$ cat src/rtl/fetch_prefetch.sv
// Instruction fetch unit with an in-order prefetch FIFO. Sequential word requests are
// credit-limited so every accepted response always has a buffer slot.
module fetch_prefetch #(
    parameter int              XLEN     = 32,
    parameter int              DEPTH    = 4,
    parameter logic [XLEN-1:0] RESET_PC = 32'h0000_0000
) (
    input  logic            clock,
    input  logic            reset,
    input  logic            enable,
    input  logic            redirect_valid,
    input  logic [XLEN-1:0] redirect_pc,
    output logic            mem_req_valid,
    input  logic            mem_req_ready,
    output logic [XLEN-1:0] mem_req_addr,
    input  logic            mem_rsp_valid,
    input  logic [XLEN-1:0] mem_rsp_data,
    output logic            inst_valid,
    input  logic            inst_ready,
    output logic [XLEN-1:0] inst_data,
    output logic [XLEN-1:0] inst_pc,
    output logic [XLEN-1:0] pc
);
    localparam int              AW       = $clog2(DEPTH);
    localparam int              CW       = AW + 1;
    localparam int              DEPTH_W  = DEPTH;
    localparam logic [CW:0]     DEPTH_C  = DEPTH_W[CW:0];
    localparam logic [CW-1:0]   CNT_ONE  = CW'(1);
    localparam logic [CW-1:0]   CNT_ZERO = {CW{1'b0}};
    localparam logic [AW-1:0]   PTR_ONE  = AW'(1);
    localparam logic [AW-1:0]   PTR_ZERO = {AW{1'b0}};
    localparam logic [XLEN-1:0] PC_STEP  = XLEN'(4);

    logic [XLEN-1:0] fetch_pc_r;
    logic [XLEN-1:0] rsp_pc_r;
    logic [XLEN-1:0] data_mem_r [DEPTH];
    logic [XLEN-1:0] pc_mem_r   [DEPTH];
    logic [AW-1:0]   rd_ptr_r;
    logic [AW-1:0]   wr_ptr_r;
    logic [CW-1:0]   count_r;
    logic [CW-1:0]   outstanding_r;
    logic [CW-1:0]   discard_r;
    logic [CW-1:0]   outstanding_nxt_s;
    logic [XLEN-1:0] redirect_aligned_s;
    logic            credit_s;
    logic            req_fire_s;
    logic            rsp_ok_s;
    logic            drop_s;
    logic            push_s;
    logic            pop_s;

    // In-flight discards still hold credit, so buffered plus outstanding never exceeds DEPTH.
    assign credit_s      = ({1'b0, count_r} + {1'b0, outstanding_r}) < DEPTH_C;
    assign mem_req_valid = enable & ~reset & credit_s;
    assign mem_req_addr  = fetch_pc_r;
    assign pc            = fetch_pc_r;

    assign req_fire_s = mem_req_valid & mem_req_ready;
    // A response with nothing outstanding is a protocol error and is ignored.
    assign rsp_ok_s   = mem_rsp_valid & (outstanding_r != CNT_ZERO);
    assign drop_s     = rsp_ok_s & (discard_r != CNT_ZERO);
    assign push_s     = rsp_ok_s & ~drop_s;
    assign pop_s      = inst_valid & inst_ready;

    assign inst_valid = (count_r != CNT_ZERO);
    assign inst_data  = data_mem_r[rd_ptr_r];
    assign inst_pc    = pc_mem_r[rd_ptr_r];

    assign redirect_aligned_s = {redirect_pc[XLEN-1:2], 2'b00};

    // Outstanding request count after this cycle's fire and response.
    always_comb begin
        outstanding_nxt_s = outstanding_r;
        if (req_fire_s && !rsp_ok_s) begin
            outstanding_nxt_s = outstanding_r + CNT_ONE;
        end else if (!req_fire_s && rsp_ok_s) begin
            outstanding_nxt_s = outstanding_r - CNT_ONE;
        end else begin
            outstanding_nxt_s = outstanding_r;
        end
    end

    // Fetch/response PCs, FIFO pointers and counters; redirect overrides every other update.
    always_ff @(posedge clock) begin
        if (reset) begin
            fetch_pc_r    <= RESET_PC;
            rsp_pc_r      <= RESET_PC;
            rd_ptr_r      <= PTR_ZERO;
            wr_ptr_r      <= PTR_ZERO;
            count_r       <= CNT_ZERO;
            outstanding_r <= CNT_ZERO;
            discard_r     <= CNT_ZERO;
        end else begin
            outstanding_r <= outstanding_nxt_s;
            if (redirect_valid) begin
                fetch_pc_r <= redirect_aligned_s;
                rsp_pc_r   <= redirect_aligned_s;
                rd_ptr_r   <= PTR_ZERO;
                wr_ptr_r   <= PTR_ZERO;
                count_r    <= CNT_ZERO;
                discard_r  <= outstanding_nxt_s;
            end else begin
                if (req_fire_s) begin
                    fetch_pc_r <= fetch_pc_r + PC_STEP;
                end
                if (push_s) begin
                    rsp_pc_r <= rsp_pc_r + PC_STEP;
                    wr_ptr_r <= wr_ptr_r + PTR_ONE;
                end
                if (pop_s) begin
                    rd_ptr_r <= rd_ptr_r + PTR_ONE;
                end
                if (push_s && !pop_s) begin
                    count_r <= count_r + CNT_ONE;
                end else if (!push_s && pop_s) begin
                    count_r <= count_r - CNT_ONE;
                end
                if (drop_s) begin
                    discard_r <= discard_r - CNT_ONE;
                end
            end
        end
    end

    // FIFO storage; cleared on reset so the head reads zero until the first push.
    always_ff @(posedge clock) begin
        if (reset) begin
            for (int i = 0; i < DEPTH; i++) begin
                data_mem_r[i] <= {XLEN{1'b0}};
                pc_mem_r[i]   <= {XLEN{1'b0}};
            end
        end else if (push_s && !redirect_valid) begin
            data_mem_r[wr_ptr_r] <= mem_rsp_data;
            pc_mem_r[wr_ptr_r]   <= rsp_pc_r;
        end
    end
endmodule

$ cat config.mk
export PLATFORM = sky130hd
export DESIGN_NAME = fetch_prefetch
export DESIGN_NICKNAME = d
export VERILOG_FILES = /design/src/rtl/fetch_prefetch.sv
export SDC_FILE = /design/constraint.sdc
export NUM_CORES = 1
export LEC_CHECK = 0
export ABC_AREA = 1
export CAP_MARGIN = 40
export CORE_MARGIN = 3
export CORE_UTILIZATION = 30
export CTS_CLUSTER_SIZE = 28
export DETAILED_ROUTE_END_ITERATION = 8
export PLACE_DENSITY = 0.58
export SYNTH_ARGS = -nofsm -noshare
export SYNTH_HDL_FRONTEND = slang
export SYNTH_SLANG_ARGS = --single-unit
$ cat constraint.sdc
create_clock -name clock -period 18.8 [get_ports clock]
set_input_delay 5.64 -clock clock [delete_from_list [all_inputs] [get_ports clock]]
set_output_delay 5.64 -clock clock [all_outputs]
set_load 0.05 [all_outputs]
=== Word-level counts from Yosys, hierarchy flattened ===
Memory sizes are Yosys's and may differ from the RTL's. A register that Yosys moved wholly into a read port is not among the register bits.
Index checks and enable logic that the tools add are counted.
W data, S select, Z words.

* Register bits after elaboration: 77
* Bits in latches: 0
* Memory bits (writable): 256
* Memory bits (read-only): 0
* Output and inout port bits: 130
* Word-level logic and storage cells: 76
* Memories: 2

* $add $sub $neg: 10
* Multipliers: 0
* Divide/modulo/power cells: 0
* Magnitude comparators: 1
* Equal/unequal tests: 0
* Shifts and indexed selects: 0
* Muxes and demuxes: 25
* Bitwise operators: 9
* Reductions and logical operators: 20

{| class="wikitable"
|+ Memories
! name !! depth !! bits a word !! rd ports !! clocked after Yosys merged registers in !! write ports !! line !! source
|-
| data_mem_r || 4 || 32 || 1 || 1 || 4 || 36 || <nowiki>logic [XLEN-1:0] data_mem_r [DEPTH];</nowiki>
|-
| pc_mem_r || 4 || 32 || 1 || 1 || 4 || 37 || <nowiki>logic [XLEN-1:0] pc_mem_r [DEPTH];</nowiki>
|}

{| class="wikitable"
|+ Operators by type and width
! cell !! number
|-
| $mux W32 || 6
|-
| $add A32 B3 Y32 const B || 2
|-
| $reduce_or A32 Y1 || 2
|-
| $mux W3 || 6
|-
| $mux W2 || 6
|-
| $reduce_bool A3 Y1 || 3
|-
| $sub A3 B1 Y3 const B || 3
|-
| $reduce_bool A2 Y1 || 4
|-
| $and A1 B1 Y1 || 7
|-
| $mux W1 || 7
|-
| $add A3 B1 Y3 const B || 2
|-
| $logic_and A1 B1 Y1 || 5
|-
| $logic_not A1 Y1 || 5
|-
| $add A2 B1 Y2 const B || 2
|-
| $add A3 B3 Y4 || 1
|-
| $lt A4 B3 Y1 const B || 1
|-
| $not A1 Y1 || 2
|-
| $reduce_or A2 Y1 || 1
|}

=== Logic depth before layout (Yosys ltp) ===
Gate-level depths: netlist of the first run.

* Depth after elaboration: 11
* Mapped depth: 13
* Depth with buffers taken out: 13

=== Least setup slack after synthesis of the first run ===
No wires, ideal clock.

* Kind: input to output
* From: input reset
* To: output mem_req_valid
* Arrival time: 6.155 ns
* Required time: 13.160 ns
* Setup slack: 7.005 ns
* Stages: 3
* Buffers on the path: 0
* Cells stage by stage: inv_2 > nand3b_4 > nor2_4

* Longest elaborated chain between the ends: 3

{| class="wikitable"
|+ RTL lines
! item !! line !! source
|-
| start, declared || 9 || <nowiki>input logic reset,</nowiki>
|-
| $not A1 Y1 || 54 || <nowiki>assign mem_req_valid = enable & ~reset & credit_s;</nowiki>
|-
| $and A1 B1 Y1 (2 in a row) || 54 ||
|-
| end, declared || 13 || <nowiki>output logic mem_req_valid,</nowiki>
|}

No other way between the ends.

=== Worst setup path in the final report of the first run ===
Same ends and word-level chain as after synthesis.

==> results of run 1 <==
==> placed cells by master (no fill, tap or decap), types with 6 or more instances in the layout <==
cell / synthesis / layout
nand4_1: 8 / 8
dfxtp_1: 75 / 73
inv_1: 130 / 128
a31oi_1: 15 / 15
a21oi_1: 45 / 45
buf_4: 39 / 15
nand3_1: 60 / 60
o22ai_1: 63 / 63
clkbuf_1: 45 / 11
edfxtp_1: 248 / 248
nor2_4: 8 / 8
clkbuf_16: 0 / 38
conb_1: 1 / 6
o21ai_0: 171 / 171
nand2_2: 3 / 7
nor2_1: 416 / 416
xor2_1: 15 / 15
clkdlybuf4s50_1: 0 / 191
nor3_1: 62 / 62
nand2_1: 289 / 285
ha_1: 10 / 10
==> state kept, by name, summed over array words and instances, names as in the netlist, named ones only <==
register and count:
wr_ptr_r 2, outstanding_r 3, data_mem_r 128, pc_mem_r 120
rsp_pc_r 30, mem_req_addr 30, count_r 3, rd_ptr_r 2
discard_r 3
==> logic make-up after synthesis <==
kind of cell               Yosys count  share of synthesized area
buffers and inverters              261                     0.0759
xor gates and xnor gates            17                    0.00952
AOI/OAI and AO/OA                  303                      0.104
other                                1                   0.000240
and+or+nand+nor                    860                      0.229
DFF                                323                      0.572
adders and majority gates           11                    0.00928
==> worst paths after layout <==
| check | to | depth (start not counted) |
|---|---|---|
| max | mem_req_valid | 6 |
| min | register | 2 |
| max reg2reg | pc_mem_r[2][12]$_SDFFCE_PN0P_ | 13 |
| min reg2reg | register | 2 |
==> per-stage QoR <==
stage                     instance area (um^2)  setup WS (ns)  power [uW]
after CTS                                19200           5.02        2010
final                                    19200           5.05        1990
after floorplan                          15700           7.00        1160
after global placement                   17900           5.01        1300
after global routing                     19200           4.92        2070
after detailed placement                 18000           5.02        1310
==> power breakdown <==
group | switching (uW) | internal, uW
clock | 290 | 405
combinational | 313 | 130
sequential | 32.1 | 817
==> worst register-to-register path, cell delays in order (launching register included) <==
cell and delay (ns):
dfxtp_1 0.38, inv_1 0.08, ha_1 0.20, ha_1 0.21
nor2_4 0.14, inv_2 0.07, nor2_4 0.21, nand2_4 0.43
nor2_4 0.29, nand2_2 0.05, buf_4 0.15, nand2_2 0.05
buf_4 0.42, buf_12 0.29
==> per-layer routing <==
| metal | GRT usage | share of wire | wire (um) |
|---|---|---|---|
| met1 | 0.223 | 0.45 | 20600 |
| met3 | 0.0300 | 0.069 | 3190 |
| met2 | 0.270 | 0.46 | 21300 |
| met4 | 0.0354 | 0.018 | 839 |
| met5 | 0 | 0 | 0 |
==> final cells by class <==
| class | count | area, um^2 |
|---|---|---|
| clock buffers | 50 | 1010 |
| clock inverters | 14 | 146 |
| fillers | 5206 | 32200 |
| inverters | 135 | 510 |
| multi-input cells | 1197 | 5540 |
| flip-flops and latches | 323 | 8950 |
| well taps | 680 | 851 |
| repair buffers | 213 | 2190 |
==> results.sh, run 1 <==
export IMPL_grt_pass1_vias=12500
export IMPL_drc=0
export IMPL_ys_flop_type="edfxtp_1"
export IMPL_fin_setup_tns_ns=0
export IMPL_clock_skew_ns=0.0173
export IMPL_worstSetupStartpointType="input port"
export IMPL_fp_dieH_um=234
export IMPL_fmax_ghz=0.0727
export IMPL_synth_top_cell_area_share=0.476
export IMPL_layout_cells_non_filler=2612
export IMPL_status="complete, no violations"
export IMPL_holdWs_ns=0.468
export IMPL_grt_usage=0.163
export IMPL_setup_viol=0
export IMPL_antenna_found_initial=0
export IMPL_timing_final_crit_share=0.731
export IMPL_cts_setup_buffers=0
export IMPL_dpl_cell_count=2548
export IMPL_cp_startpoint="reset"
export IMPL_crit_path_top_delay_cell="clkdlybuf4s50_1"
export IMPL_cts_sinks=323
export IMPL_clk_pin_slew_ns=0.06
export IMPL_critPathTopFamily="buffers and inverters"
export IMPL_synth_area_mm2=0.0156
export IMPL_rsz0062_at_grt="false"
export IMPL_crit_path_frequent_cell="clkdlybuf4s50_1"
export IMPL_yosysSeqAreaShare=0.572
export IMPL_cp_end_kind="output port"
export IMPL_rrSetupSlack_ns=15.46
export IMPL_hold_viol=0
export IMPL_synth_area_leader_cell="edfxtp_1"
export IMPL_totalWireLength_um=46000
export IMPL_coreArea_mm2=0.0514
export IMPL_grt_overflow=0
export IMPL_gp_congestion=0.885
export IMPL_hold_path_class="register to register"
export IMPL_synthTopCellsByArea="edfxtp_1, nor2_1, dfxtp_1, nand2_1, o21ai_0"
export IMPL_power_density_mw_per_mm2=104
export IMPL_drtIter0Drc=1046
export IMPL_synthCells=1776
export IMPL_cts_tree="built"
export IMPL_grt_first_pass_wirelength_um=70200
export IMPL_utilization=0.373
export IMPL_clockBufferDepth=3
export IMPL_slowest_delay_ns=0.86
export IMPL_ioPinCount=201
export IMPL_diodes=0
export IMPL_io_buffers=192
export IMPL_critPathBufInv=4
export IMPL_grt_max_degree=75
export IMPL_synth_distinct_cells=38
export IMPL_clk_latency_ns=0.54
export IMPL_r2r_start="outstanding_r[0]$_SDFF_PP0_"
export IMPL_critPathKind="input port to output port"
export IMPL_cts_resized=0
export IMPL_cts_max_level=2
export IMPL_vias=12900
export IMPL_yosys_warnings=0
export IMPL_synth_common_cells="nor2_1, nand2_1, edfxtp_1"
export IMPL_relSlewSlack=0.383
export IMPL_yosysMostFrequentCell="nor2_1"
export IMPL_hp_start="rd_ptr_r[1]$_SDFFE_PP0P_"
export IMPL_routedWlPerCell_um=17.6
export IMPL_leakagePower_uw=0.00712
export IMPL_worstPathRequired_ns=13.16
export IMPL_core_rowCount=83
export IMPL_ir_drop_mv=0.0477
export IMPL_drtAntennaViolNets=0
export IMPL_hold_buffers=0
export IMPL_tightestPinTransition_ns=0.925
export IMPL_layout_min_cycle_time_ns=13.75
export IMPL_async_flop_share=0
export IMPL_cts_buffers=37
export IMPL_syn_to_final_growth_pct=22.8
export IMPL_place_hpwl_um=28800
export IMPL_die_area_mm2=0.0549
export IMPL_routed_via_density=4.93
export IMPL_worstPathCellList="clkdlybuf4s50_1 > buf_4 > inv_2 > nand3b_4 > nor2_4 > clkdlybuf4s50_1"
export IMPL_synth_edf_count=248
export IMPL_drive_above_1_share=0.0554
export IMPL_maxSlewViolCount=0
export IMPL_die_x_um=234
export IMPL_fin_nets=1989
export IMPL_path_max_fanout=49
export IMPL_cts_root_buffer="clkbuf_16"
export IMPL_arrival_ns=8.11
export IMPL_start_util=0.304
export IMPL_first_pass_iters=5
export IMPL_syn_area_per_cell_um2=8.80
export IMPL_synth_seq_cells=323
export IMPL_maxCapViolations=0
No activity file was read; power rests on OpenSTA's default activity.
==> run 2, diff against run 1 <==
--- a/config.mk
+++ b/config.mk
@@ -11,7 +11,7 @@
 export CORE_UTILIZATION = 30
 export CTS_CLUSTER_SIZE = 28
 export DETAILED_ROUTE_END_ITERATION = 8
-export PLACE_DENSITY = 0.58
+export PLACE_DENSITY = 0.59
 export SYNTH_ARGS = -nofsm -noshare
 export SYNTH_HDL_FRONTEND = slang
 export SYNTH_SLANG_ARGS = --single-unit
==> constraint.sdc (replaced) <==
create_clock -name clock -period 12.56 [get_ports clock]
set_input_delay 3.768 -clock clock [delete_from_list [all_inputs] [get_ports clock]]
set_output_delay 3.768 -clock clock [all_outputs]
set_load 0.05 [all_outputs]
==> results.sh, run 2 (synthesis gave the netlist of run 1 again) <==
export IMPL_timing_final_crit_share=0.771
export IMPL_coreArea_mm2=0.0514
export IMPL_top_usage_layer="met2"
export IMPL_fin_setup_tns_ns=0
export IMPL_cts_buffers=35
export IMPL_ioPinCount=201
export IMPL_crit_path_frequent_cell="clkdlybuf4s50_1"
export IMPL_p_sw_frac=0.323
export IMPL_clockBufferDepth=3
export IMPL_maxSlewViolCount=0
export IMPL_syn_to_final_growth_pct=22.7
export IMPL_fin_nets=1989
export IMPL_start_util=0.304
export IMPL_placed_area_mm2=0.0181
export IMPL_drtAntennaViolNets=0
export IMPL_grt_use_met1=0.228
export IMPL_largest_reg_flops=128
export IMPL_grt_usage=0.166
export IMPL_cts_root_buffer="clkbuf_16"
export IMPL_finish_instance_area_mm2=0.0192
export IMPL_path_max_fanout=24
export IMPL_top_register="data_mem_r"
export IMPL_crit_path_top_delay_cell="clkdlybuf4s50_1"
export IMPL_switchingPower_uw=945
export IMPL_grt_first_pass_wirelength_um=70700
export IMPL_mostFrequentLayoutCells="nor2_1, nand2_1, edfxtp_1"
export IMPL_worstPathRequired_ns=8.79
export IMPL_clock_skew_ns=0.0190
export IMPL_place_hpwl_um=28700
export IMPL_io_buffers=192
export IMPL_reg_top3="data_mem_r: 128 flops, pc_mem_r: 120 flops"
export IMPL_first_pass_iters=6
export IMPL_totalWireLength_um=46200
export IMPL_cell_internal_pwr_uw=1980
export IMPL_vias=12800
export IMPL_rsz0062_at_grt="false"
export IMPL_relSlewSlack=0.429
export IMPL_pwr_share_comb=0.228
export IMPL_power_density_mw_per_mm2=153
export IMPL_routed_via_density=4.88
export IMPL_hold_buffers=0
export IMPL_setup_viol=0
export IMPL_fp_dieH_um=234
export IMPL_cp_end_kind="output port"
export IMPL_clk_pin_slew_ns=0.06
export IMPL_seqPwrFrac=0.434
export IMPL_layout_min_cycle_time_ns=9.69
export IMPL_clk_latency_ns=0.53
export IMPL_cts_sinks=323
export IMPL_clock_power_share=0.338
export IMPL_leakagePower_uw=0.00712
export IMPL_fmax_ghz=0.103
export IMPL_die_area_mm2=0.0549
export IMPL_use_met3=0.0281
export IMPL_grt_pass1_vias=12400
export IMPL_gp_congestion=0.885
export IMPL_core_rowCount=83
export IMPL_hold_path_class="register to register"
export IMPL_drc=0
export IMPL_maxCapViolations=0
export IMPL_cts_resized=0
export IMPL_worstPathCellList="clkdlybuf4s50_1 > inv_2 > nand3b_4 > nor2_4 > clkdlybuf4s50_1"
export IMPL_grtUsageMet2=0.273
export IMPL_critPathKind="input port to output port"
export IMPL_grt_max_degree=81
export IMPL_slowest_delay_ns=0.86
export IMPL_worstSetupStartpointType="input port"
export IMPL_routedWlPerCell_um=17.7
export IMPL_diodes=0
export IMPL_die_x_um=234
export IMPL_cts_tree="built"
export IMPL_final_common_cell="nor2_1"
export IMPL_hold_viol=0
export IMPL_tightestPinTransition_ns=0.857
export IMPL_arrival_ns=5.92
export IMPL_grt_overflow=0
export IMPL_cts_setup_buffers=0
export IMPL_utilization=0.373
export IMPL_status="complete, no violations"
export IMPL_antenna_found_initial=0
export IMPL_drive_above_1_share=0.0575
export IMPL_ir_drop_mv=0.0787
export IMPL_drtIter0Drc=1068
export IMPL_cts_max_level=2
-- run 2: critical path, delay by kind of cell --
family / cells / cell delay [ns]
buf+inv: 3 / 1.77
simple gates: 2 / 0.36
-- run 2: worst paths after layout --
kind	from	end	slack, ns	cells after the start
max	reset	mem_req_valid	2.87	5
min	rd_ptr_r[1]$_SDFFE_PP0P_	register	0.47	2
max reg2reg	outstanding_r[0]$_SDFF_PP0_	pc_mem_r[0][4]$_SDFFCE_PN0P_	9.26	13
min reg2reg	rd_ptr_r[1]$_SDFFE_PP0P_	register	0.47	2
-- run 2: area by class of cell --
cell class | instances | area [um^2]
fill | 5177 | 32200
sequential | 323 | 8950
multi-input combinational | 1197 | 5540
timing repair buffer | 215 | 2230
clock buffer | 43 | 916
tap | 680 | 851
inverter | 135 | 510
clock inverter | 19 | 171
-- run 2: metal layers --
layer,vias up,wire length (um)
li1,6196,-
met2,437,21700
met1,6059,20600
met4,0,875
met5,-,0
met3,61,3120
-- run 2: power groups by stage --
stage	registers [uW]	logic, uW	clock network (uW)
after detailed placement	1290	673	0
after global routing	1280	723	1060
final	1270	668	990
after CTS	1270	675	1010
after floorplan	1300	432	0
after global placement	1290	655	0
-- run 2: metrics by stage --
stage / setup slack [ns] / total power (uW) / hold slack (ns) / instances
2_1_floorplan: 3.17 / 1730 / 0.436 / 1781
3_3_place_gp: 2.82 / 1950 / 0.451 / 2541
3_5_place_dp: 2.84 / 1970 / 0.450 / 2550
4_1_cts: 2.82 / 2960 / 0.473 / 2612
5_1_grt: 2.73 / 3060 / 0.499 / 2612
6_report: 2.87 / 2930 / 0.471 / 2612
